===== config.mk =====
export PLATFORM = sky130hd
export DESIGN_NAME = ahb_master_arbiter_flat
export DESIGN_NICKNAME = d
export VERILOG_FILES = /design/src/rtl/ahb_master_arbiter_if.sv /design/src/rtl/ahb_master_arbiter.sv /design/src/flat_wrapper.sv
export SDC_FILE = /design/constraint.sdc
export NUM_CORES = 1
export LEC_CHECK = 0
export ABC_AREA = 1
export CAP_MARGIN = 20
export CORE_AREA = 5 5 136 138
export DETAILED_ROUTE_END_ITERATION = 10
export DIE_AREA = 0 0 141 143
export GPL_ROUTABILITY_DRIVEN = 0
export GPL_TIMING_DRIVEN = 0
export PLACE_DENSITY_LB_ADDON = 0.3
export SETUP_SLACK_MARGIN = 0.4
export SYNTH_ARGS = -nofsm -noshare
export SYNTH_HDL_FRONTEND = slang
export SYNTH_SLANG_ARGS = --single-unit

===== constraint.sdc =====
create_clock -name hclk -period 2.4 [get_ports hclk]
set_input_delay 0.24 -clock hclk [delete_from_list [all_inputs] [get_ports hclk]]
set_output_delay 0.24 -clock hclk [all_outputs]
set_load 0.03 [all_outputs]

===== src/rtl/ahb_master_arbiter_if.sv =====
// Bus bundle between the AHB masters, the round-robin arbiter and the bridge slave port.
// The arbiter connects through the slave modport; the master-side driver uses the master modport.
interface ahb_master_arbiter_if #(
    parameter int unsigned NUM_MASTERS = 4
);
    localparam int unsigned MW = (NUM_MASTERS > 1) ? $clog2(NUM_MASTERS) : 1;

    logic [NUM_MASTERS-1:0]    hbusreq;
    logic [NUM_MASTERS-1:0]    hlock;
    logic [32*NUM_MASTERS-1:0] haddr_m;
    logic [2*NUM_MASTERS-1:0]  htrans_m;
    logic [NUM_MASTERS-1:0]    hwrite_m;
    logic [32*NUM_MASTERS-1:0] hwdata_m;
    logic                      hready;

    logic [NUM_MASTERS-1:0]    hgrant;
    logic [MW-1:0]             hmaster;
    logic                      hmastlock;
    logic [31:0]               haddr;
    logic [1:0]                htrans;
    logic                      hwrite;
    logic [31:0]               hwdata;

    modport slave (
        input  hbusreq, hlock, haddr_m, htrans_m, hwrite_m, hwdata_m, hready,
        output hgrant, hmaster, hmastlock, haddr, htrans, hwrite, hwdata
    );

    modport master (
        output hbusreq, hlock, haddr_m, htrans_m, hwrite_m, hwdata_m, hready,
        input  hgrant, hmaster, hmastlock, haddr, htrans, hwrite, hwdata
    );
endinterface


===== src/rtl/ahb_master_arbiter.sv =====
// Round-robin arbiter sharing the bridge's AHB slave port between NUM_MASTERS masters.
// Grants one owner per address phase, muxes its address-phase signals and the data-phase owner's hwdata.
module ahb_master_arbiter #(
    parameter int unsigned NUM_MASTERS    = 4,
    parameter int unsigned DEFAULT_MASTER = 0,
    parameter int unsigned MAX_HOLD       = 8
) (
    input  logic                hclk,
    input  logic                hresetn,
    ahb_master_arbiter_if.slave bus
);
    localparam int unsigned MW = (NUM_MASTERS > 1) ? $clog2(NUM_MASTERS) : 1;
    localparam int unsigned CW = (MAX_HOLD > 1) ? $clog2(MAX_HOLD) : 1;
    localparam logic [MW-1:0] DEF_IDX = MW'(DEFAULT_MASTER);
    localparam logic [CW-1:0] CNT_MAX = CW'(MAX_HOLD - 1);

    typedef enum logic {PARK, OWN} state_t;

    state_t                 state, state_nxt;
    logic [MW-1:0]          owner, owner_nxt;
    logic [MW-1:0]          owner_data, owner_data_nxt;
    logic [CW-1:0]          hold_cnt, hold_cnt_nxt;
    logic                   mastlock, mastlock_nxt;

    logic [NUM_MASTERS-1:0] owner_oh;
    logic                   others_req;
    logic                   keep;
    logic                   rr_found;
    logic [MW-1:0]          rr_idx;
    logic [MW-1:0]          rr_winner;
    logic [1:0]             htrans_sel;
    logic [1:0]             htrans_c;
    logic                   grant_new;

    assign owner_oh   = NUM_MASTERS'(1) << owner;
    assign others_req = |(bus.hbusreq & ~owner_oh);
    assign keep       = bus.hbusreq[owner] | bus.hlock[owner];

    // Search from owner+1 upward with wrap; the owner itself wins only as sole requester.
    always_comb begin
        rr_found  = 1'b0;
        rr_idx    = owner;
        rr_winner = owner;
        for (int unsigned k = 1; k < NUM_MASTERS; k++) begin
            rr_idx = MW'((32'(owner) + k) % NUM_MASTERS);
            if (!rr_found && bus.hbusreq[rr_idx]) begin
                rr_found  = 1'b1;
                rr_winner = rr_idx;
            end
        end
    end

    // State register; everything freezes while the bridge stretches a phase.
    always_ff @(posedge hclk or negedge hresetn) begin
        if (!hresetn) begin
            state      <= PARK;
            owner      <= DEF_IDX;
            owner_data <= DEF_IDX;
            hold_cnt   <= '0;
            mastlock   <= 1'b0;
        end else begin
            state      <= state_nxt;
            owner      <= owner_nxt;
            owner_data <= owner_data_nxt;
            hold_cnt   <= hold_cnt_nxt;
            mastlock   <= mastlock_nxt;
        end
    end

    // Next-state and arbitration decision.
    always_comb begin
        state_nxt      = state;
        owner_nxt      = owner;
        owner_data_nxt = owner_data;
        hold_cnt_nxt   = hold_cnt;
        mastlock_nxt   = mastlock;
        grant_new      = 1'b0;
        if (bus.hready) begin
            owner_data_nxt = owner;
            if (htrans_c[1] && (hold_cnt != CNT_MAX)) begin
                hold_cnt_nxt = hold_cnt + CW'(1);
            end
            unique case (state)
                PARK: begin
                    if (|bus.hbusreq) begin
                        state_nxt = OWN;
                        grant_new = 1'b1;
                    end
                end
                OWN: begin
                    if (!keep) begin
                        if (others_req) begin
                            grant_new = 1'b1;
                        end else begin
                            state_nxt    = PARK;
                            owner_nxt    = DEF_IDX;
                            mastlock_nxt = 1'b0;
                            hold_cnt_nxt = '0;
                        end
                    end else if ((hold_cnt == CNT_MAX) && !bus.hlock[owner] && others_req) begin
                        grant_new = 1'b1;
                    end
                end
                default: state_nxt = PARK;
            endcase
            if (grant_new) begin
                owner_nxt    = rr_winner;
                mastlock_nxt = bus.hlock[rr_winner];
                hold_cnt_nxt = '0;
            end
        end
    end

    // Output mux: address phase from the owner, write data from the data-phase owner.
    always_comb begin
        bus.haddr  = '0;
        bus.hwrite = 1'b0;
        bus.hwdata = '0;
        htrans_sel = 2'b00;
        for (int unsigned i = 0; i < NUM_MASTERS; i++) begin
            if (owner == MW'(i)) begin
                bus.haddr  = bus.haddr_m[32*i +: 32];
                htrans_sel = bus.htrans_m[2*i +: 2];
                bus.hwrite = bus.hwrite_m[i];
            end
            if (owner_data == MW'(i)) begin
                bus.hwdata = bus.hwdata_m[32*i +: 32];
            end
        end
        htrans_c      = (state == PARK) ? 2'b00 : htrans_sel;
        bus.htrans    = htrans_c;
        bus.hgrant    = owner_oh;
        bus.hmaster   = owner;
        bus.hmastlock = mastlock;
    end
endmodule


===== src/flat_wrapper.sv =====
// flat-port wrapper written by rule: the top's interface ports become plain ports
module ahb_master_arbiter_flat 
#(
    parameter int unsigned NUM_MASTERS    = 4,
    parameter int unsigned DEFAULT_MASTER = 0,
    parameter int unsigned MAX_HOLD       = 8
)
  (hclk, hresetn, bus_hbusreq, bus_hlock, bus_haddr_m, bus_htrans_m, bus_hwrite_m, bus_hwdata_m, bus_hready, bus_hgrant, bus_hmaster, bus_hmastlock, bus_haddr, bus_htrans, bus_hwrite, bus_hwdata);
  ahb_master_arbiter_if #(.NUM_MASTERS(NUM_MASTERS)) bus_i ();
  input  logic hclk;
  input  logic hresetn;
  input wire logic [$bits(bus_i.hbusreq)-1:0] bus_hbusreq;
  input wire logic [$bits(bus_i.hlock)-1:0] bus_hlock;
  input wire logic [$bits(bus_i.haddr_m)-1:0] bus_haddr_m;
  input wire logic [$bits(bus_i.htrans_m)-1:0] bus_htrans_m;
  input wire logic [$bits(bus_i.hwrite_m)-1:0] bus_hwrite_m;
  input wire logic [$bits(bus_i.hwdata_m)-1:0] bus_hwdata_m;
  input wire logic [$bits(bus_i.hready)-1:0] bus_hready;
  output wire logic [$bits(bus_i.hgrant)-1:0] bus_hgrant;
  output wire logic [$bits(bus_i.hmaster)-1:0] bus_hmaster;
  output wire logic [$bits(bus_i.hmastlock)-1:0] bus_hmastlock;
  output wire logic [$bits(bus_i.haddr)-1:0] bus_haddr;
  output wire logic [$bits(bus_i.htrans)-1:0] bus_htrans;
  output wire logic [$bits(bus_i.hwrite)-1:0] bus_hwrite;
  output wire logic [$bits(bus_i.hwdata)-1:0] bus_hwdata;
  assign bus_i.hbusreq = bus_hbusreq;
  assign bus_i.hlock = bus_hlock;
  assign bus_i.haddr_m = bus_haddr_m;
  assign bus_i.htrans_m = bus_htrans_m;
  assign bus_i.hwrite_m = bus_hwrite_m;
  assign bus_i.hwdata_m = bus_hwdata_m;
  assign bus_i.hready = bus_hready;
  assign bus_hgrant = bus_i.hgrant;
  assign bus_hmaster = bus_i.hmaster;
  assign bus_hmastlock = bus_i.hmastlock;
  assign bus_haddr = bus_i.haddr;
  assign bus_htrans = bus_i.htrans;
  assign bus_hwrite = bus_i.hwrite;
  assign bus_hwdata = bus_i.hwdata;
  ahb_master_arbiter #(.NUM_MASTERS(NUM_MASTERS), .DEFAULT_MASTER(DEFAULT_MASTER), .MAX_HOLD(MAX_HOLD)) u_core (.hclk(hclk), .hresetn(hresetn), .bus(bus_i));
endmodule

==> flow_metrics.env, run 1 <==
export IMPL_drv_slew=0
export IMPL_postRouteWirelength_um=20830
export IMPL_synthCells=481
export IMPL_max_slew_worst_pin_slew_ns=0.5640
export IMPL_clockBufferDepth=2
export IMPL_root_buffer="clkbuf_16"
export IMPL_firstDrtPassIters=4
export IMPL_htree_levels=1
export IMPL_antenna_left=0
export IMPL_timing_fmax_mhz=451.1
export IMPL_maxCapViolCount=0
export IMPL_cpPeakStageDelay_ns=0.44
export IMPL_place_inst=1058
export IMPL_critPathMaxFanout=10
export IMPL_synth_warnings=0
export IMPL_synth_distinct_cells=30
export IMPL_critPathKind="reg -> out"
export IMPL_synth_simple_area_share_pct=54.24
export IMPL_rsz0062_at_grt="yes"
export IMPL_synth_compound_area_share_pct=24.30
export IMPL_post_route_period_util_pct=92.37
export IMPL_setup_violations=0
export IMPL_cts_buffers=3
export IMPL_r2r_end="u_core.bus.hmaster[1]"
export IMPL_grt_total_usage_pct=18.78
export IMPL_initial_utilization_pct=15.21
export IMPL_path_delay_family="buffers and inverters"
export IMPL_hpwl_um=16630
export IMPL_numPortBuffers=352
export IMPL_drive_gt1_share_pct=30.85
export IMPL_cts_sinks=9
export IMPL_clkSlewWorstSetupHoldPaths_ns=0.04
export IMPL_r2r_start="u_core.bus.hmaster[0]"
export IMPL_die_area_um2=20160
export IMPL_holdWs_ns=0.3094
export IMPL_core_area_um2=17060
export IMPL_fin_nets=1158
export IMPL_power_density_nw_per_um2=1357
export IMPL_wire_per_inst_um=18.92
export IMPL_r2r_slack_ns=0.32
export IMPL_crit_arrival_ns=1.98
export IMPL_slowest_stage="dfrtp_2"
export IMPL_path_cells="inv_2, buf_8, ha_4, nand2_8, clkinv_8, buf_12, a221oi_4, o31ai_4, buf_4"
export IMPL_synth_seq_cells=9
export IMPL_grt_pass1_vias=5343
export IMPL_chipHeight_um=143
export IMPL_netlist_area_um2=2595
export IMPL_die_w_um=141
export IMPL_synth_area_per_cell_um2=5.395
export IMPL_pin_count=353
export IMPL_slew_headroom_pct=62.40
export IMPL_muxShareOfSynthArea_pct=0
export IMPL_skew_ns=0.004595
export IMPL_cp_end_kind="output pin"
export IMPL_min_path_type="in -> async"
export IMPL_crit_buf_inv=5
export IMPL_via_per_inst=4.529
export IMPL_antenna_found_initial=4
export IMPL_drtIter0Drc=144
export IMPL_synth_top_family_by_area="simple AND/OR/NAND/NOR gates"
export IMPL_critPathRequiredTime_ns=2.16
export IMPL_grt_overflow=0
export IMPL_outcome="finished, final reports clean"
export IMPL_clk_latency_ns=0.24
export IMPL_setup_tns_ns=0
export IMPL_drc_errors=0
export IMPL_hold_viol=0
export IMPL_syn_nets=766
export IMPL_cts_hold_fix_buffers=0
export IMPL_areaGrowthSynthToFinish_pct=222.2
export IMPL_grt_max_degree=11
export IMPL_finalNonFillerCells=1101
export IMPL_grt_pass1_wl_um=29530
export IMPL_fin_crit_ns=2.217
export IMPL_reg2reg_depth=14
export IMPL_irDropWorstVdd_v=0.0006982
export IMPL_vias=4986
export IMPL_total_leakage_power_nw=3.292
export IMPL_cts_tree="built"
export IMPL_synth_fa_ha_area_share_pct=2.893
export IMPL_seq_area_frac_synth_pct=8.679
export IMPL_cp_start_kind="flip-flop"
export IMPL_synth_xor_area_share_pct=0.3375
export IMPL_core_rowCount=48
## worst register-to-register path: cells and delay by family, from the launching register on
kind | cells | cell delay, ns
DFF | 1 | 0.46
adders and majority gates | 1 | 0.19
and+or+nand+nor | 6 | 0.69
AOI/OAI and AO/OA | 1 | 0.06
buffers and inverters | 6 | 0.54
## final cells by class
cell class	count	area, um2
repair buffers	385	3895
clock buffers	4	78.83
plain buffers	36	429.2
flip-flops and latches	9	230.2
inverters	21	111.4
diodes	4	10.01
repair inverters	2	27.53
fillers	1694	8695
multi-input cells	415	3298
well taps	225	281.5
## registers in the layout, indices dropped and copies added, names as in the netlist
signal	flops
u_core.bus.hmaster	2
u_core.bus.hmastlock	1
u_core.hold_cnt	3
u_core.owner_data	2
u_core.state	1
## stage by stage
stage          utilization, %  area (um2)  total power, mW  setup slack, ns
2_1_floorplan               -        3343            5.991           0.3430
3_3_place_gp            41.91        7148            9.034          -0.6671
3_5_place_dp            41.91        7148            9.060          -0.6706
4_1_cts                 46.80        7983            10.57           0.1482
5_1_grt                 49.02        8362            12.01           0.1129
6_report                49.02        8362            11.35           0.1831
## repair_timing
item,CTS,global route
resized for setup,408,75
setup buffers,14,12
gates cloned,5,4
setup endpoints to repair,75,73
pin swaps,11,43
## synth_stat cells, drive strengths merged
| cell | number | share of area, % |
|---|---|---|
| inv | 20 | 3.1 |
| nor2 | 42 | 6.3 |
| nand3 | 23 | 5.2 |
| nand3b | 1 | 0.29 |
| a221oi | 33 | 11 |
| buf | 8 | 2.2 |
| xor2 | 1 | 0.34 |
| a21oi | 5 | 1.4 |
| nor3 | 1 | 0.63 |
| o21ai | 8 | 1.7 |
| ha | 6 | 2.9 |
| nand2 | 226 | 34 |
| a22oi | 1 | 0.29 |
| clkbuf | 28 | 4.1 |
| nand4 | 33 | 8.0 |
| o31ai | 33 | 9.5 |
| dfrtp | 9 | 8.7 |
| and2 | 1 | 0.34 |
| clkinv | 1 | 0.19 |
| o22ai | 1 | 0.24 |
## where the power goes
group          leakage [nW]  total, mW  switching [mW]  internal [mW]
Clock                0.0382      0.301          0.0780          0.223
Combinational          3.15       10.7            5.86           4.88
Sequential            0.106      0.310          0.0861          0.224
Total                  3.29       11.3            6.03           5.32
## how the worst max path moves through the flow
stage | slack [ns] | depth (start not counted) | to | startpoint
floorplan | 0.34 | 5 | bus_haddr[10] | u_core.bus.hmaster[1]
finish | 0.18 | 9 | bus_haddr[2] | u_core.bus.hmaster[0]
detailed placement | -0.67 | 6 | bus_haddr[11] | u_core.bus.hmaster[1]
global route | 0.11 | 9 | bus_haddr[9] | u_core.bus.hmaster[0]
global placement | -0.67 | 6 | bus_haddr[11] | u_core.bus.hmaster[1]
CTS | 0.15 | 6 | bus_haddr[11] | u_core.bus.hmaster[0]
## per-layer routing
metal / GRT usage (%) / wire length (um) / up-vias
li1: - / - / 2459
met1: 17.66 / 6852 / 2269
met2: 37.58 / 11610 / 240
met3: 6.597 / 1992 / 18
met4: 6.119 / 383 / 0
met5: 0 / 0 / -
## placed cells by master, fill, tap and decap left out, types with 2 or more instances in the layout
master / netlist / routed
clkdlybuf4s50_1: 0 / 283
nand2_1: 217 / 209
buf_4: 2 / 34
nand4_1: 33 / 33
a221oi_4: 0 / 32
nor2_1: 40 / 31
buf_6: 2 / 30
o31ai_4: 0 / 30
clkdlybuf4s15_2: 0 / 26
nand3_1: 19 / 15
clkbuf_4: 0 / 14
inv_1: 14 / 12
nand2_2: 9 / 11
clkbuf_16: 0 / 10
clkbuf_2: 0 / 9
nand3_2: 4 / 8
nor2_2: 2 / 7
inv_2: 4 / 5
nand2_4: 0 / 5
dfrtp_1: 9 / 5
diode_2: 0 / 4
buf_8: 0 / 4
o21ai_2: 1 / 4
o21ai_0: 5 / 4
nor2_4: 0 / 4
dfrtp_2: 0 / 4
buf_12: 0 / 3
a21oi_1: 4 / 3
buf_2: 4 / 3
buf_16: 0 / 3
clkbuf_8: 0 / 3
o31ai_2: 0 / 3
ha_4: 0 / 3
clkinv_8: 0 / 2
ha_1: 6 / 2
## logic make-up after synthesis
logic type | Yosys count
compound gates | 81
xor+xnor | 1
fa+ha+maj | 6
buf+inv | 57
flops | 9
simple gates | 327
(Power assumes the default switching activity.)
==> inputs of run 2 (changes only) <==
- CORE_AREA: 5 5 136 138 -> 10 10 130 132
- CTS_BUF_LIST: default -> sky130_fd_sc_hd__clkbuf_8 sky130_fd_sc_hd__clkbuf_16
- DIE_AREA: 0 0 141 143 -> 0 0 140 142
==> run 2 against run 1 <==
  * Clock power decreased by 1%
  * Fmax up 0.66%
  * Critical path depth rose by 1
  * Combinational power about the same
  * Sequential share of layout area is 0.079 points higher
  * Register-to-register slack improved by 0.15 ns
  * Critical endpoint is now bus_haddr[12]
  * Via count down 1.5%
  * Highest routed layer is now met5
  * Utilization up 7.8 points
  * Wire length shrank 0.39%
  * Clock skew down 0.0021 ns
  * Critical path type unchanged
  * Flip-flop and latch count stayed put
==> flow_metrics.env, run 2 (same netlist as run 1, synthesis figures left out) <==
export IMPL_fillCellCount=1308
export IMPL_critPathMaxFanout=7
export IMPL_maxCapViolCount=0
export IMPL_finalNonFillerCells=1047
export IMPL_skew_ns=0.002508
export IMPL_numPortBuffers=352
export IMPL_cts_tree="built"
export IMPL_final_area_um2=8129
export IMPL_root_buffer="clkbuf_16"
export IMPL_grt_overflow=0
export IMPL_rsz0062_at_grt="yes"
export IMPL_critPathRequiredTime_ns=2.16
export IMPL_via_per_inst=4.691
export IMPL_chipHeight_um=142
export IMPL_clk_latency_ns=0.24
export IMPL_hold_viol=0
export IMPL_die_w_um=140
export IMPL_timing_fmax_mhz=454.0
export IMPL_clockBufferDepth=2
export IMPL_final_cell_mix="285 x clkdlybuf4s50_1, 212 x nand2_1, 34 x nor2_1"
export IMPL_fin_util_pct=56.79
export IMPL_crit_arrival_ns=1.96
export IMPL_pin_count=353
export IMPL_areaGrowthSynthToFinish_pct=213.3
export IMPL_regArea_um2=230.2
export IMPL_die_area_um2=19880
export IMPL_antenna_left=0
export IMPL_drive_gt1_share_pct=29.04
export IMPL_fin_total_pwr_mw=11.02
export IMPL_cpPeakStageDelay_ns=0.43
export IMPL_path_cells="inv_4, ha_4, buf_12, inv_8, nand2_8, clkinv_8, buf_12, a221oi_4, o31ai_4, buf_6"
export IMPL_min_path_type="in -> async"
export IMPL_wire_per_inst_um=19.82
export IMPL_final_common_cell="clkdlybuf4s50_1"
export IMPL_irDropWorstVdd_v=0.0006327
export IMPL_cts_sinks=9
export IMPL_cp_start_kind="flip-flop"
export IMPL_outcome="finished, final reports clean"
export IMPL_vias=4912
export IMPL_setup_violations=0
export IMPL_drv_slew=0
export IMPL_grt_max_degree=12
export IMPL_initial_utilization_pct=18.13
export IMPL_firstDrtPassIters=4
export IMPL_cts_buffers=3
export IMPL_setup_tns_ns=0
export IMPL_largest_reg_flops=3
export IMPL_grt_total_usage_pct=19.13
export IMPL_slowest_stage="dfrtp_2"
export IMPL_regMostFlops="u_core.hold_cnt"
export IMPL_total_leakage_power_nw=3.210
export IMPL_grt_pass1_wl_um=30630
export IMPL_hpwl_um=17520
export IMPL_place_inst=1017
export IMPL_post_route_period_util_pct=91.77
export IMPL_htree_levels=1
export IMPL_slew_headroom_pct=71.93
export IMPL_worst_path_most_repeated_cell="buf_12"
export IMPL_power_density_nw_per_um2=1356
export IMPL_cp_end_kind="output pin"
export IMPL_drc_errors=0
export IMPL_grt_pass1_vias=5270
export IMPL_postRouteWirelength_um=20750
export IMPL_place_ws_ns=-0.5067
export IMPL_critPathKind="reg -> out"
export IMPL_core_area_um2=14310
export IMPL_fin_nets=1147
export IMPL_antenna_found_initial=3
export IMPL_max_slew_worst_pin_slew_ns=0.4197
export IMPL_fin_crit_ns=2.202
export IMPL_clkSlewWorstSetupHoldPaths_ns=0.04
export IMPL_placed_cell_area_um2=7097
export IMPL_drtIter0Drc=168
export IMPL_setup_ws_ns=0.1975
export IMPL_core_rowCount=44
export IMPL_multi_input_area_um2=3249
export IMPL_r2r_slack_ns=0.47
export IMPL_holdWs_ns=0.3055
-- run 2: critical path, delay by kind of cell, from the launching register on --
family / cells / cell delay, ns
fa+ha+maj: 1 / 0.13
buf+inv: 6 / 0.64
flops: 1 / 0.43
simple gates: 1 / 0.09
compound gates: 2 / 0.40
-- run 2: where the power goes --
| group | internal, mW | total (mW) | switching, mW |
|---|---|---|---|
| combinational | 4.68 | 10.4 | 5.74 |
| clock | 0.218 | 0.297 | 0.0791 |
| sequential | 0.224 | 0.305 | 0.0813 |
| total | 5.12 | 11.0 | 5.90 |
-- run 2: repair_timing --
item / 4_1_cts / 5_1_grt
hold buffers: 0 / 0
setup endpoints to repair: 75 / 73
setup buffers: 11 / 8
gates resized for setup: 395 / 84
cloned: 3 / 2
pin swaps: 11 / 48
-- run 2: layout make-up --
class	instances	area share (%)
antenna	2	0.06157
buffer	36	5.603
clock buffer	3	0.9235
clock inverter	1	0.04618
inverter	21	1.447
multi-input combinational	415	39.97
sequential	9	2.832
tap	184	2.832
timing repair buffer	375	46.14
timing repair inverter	1	0.1385
-- run 2: path summary, 6_finish.rpt --
| path | startpoint | endpoint | cells after the start |
|---|---|---|---|
| setup reg to reg | u_core.bus.hmaster[0] | u_core.bus.hmaster[0] | 13 |
| min in group hclk | u_core.hold_cnt[1] | u_core.hold_cnt[1] | 2 |
| setup / recovery | u_core.bus.hmaster[1] | bus_haddr[12] | 10 |
| hold reg to reg | u_core.hold_cnt[1] | u_core.hold_cnt[1] | 2 |
| max in group asynchronous | hresetn | u_core.owner_data[1] | 1 |
| hold / removal | hresetn | u_core.bus.hmaster[0] | 1 |
-- run 2: per-layer routing --
layer	track usage [%]	wire [um]	up-vias
met3	7.577	2203	11
met1	18.40	7029	2208
li1	-	-	2441
met2	38.11	11320	250
met4	2.446	182	2
met5	0	13	-
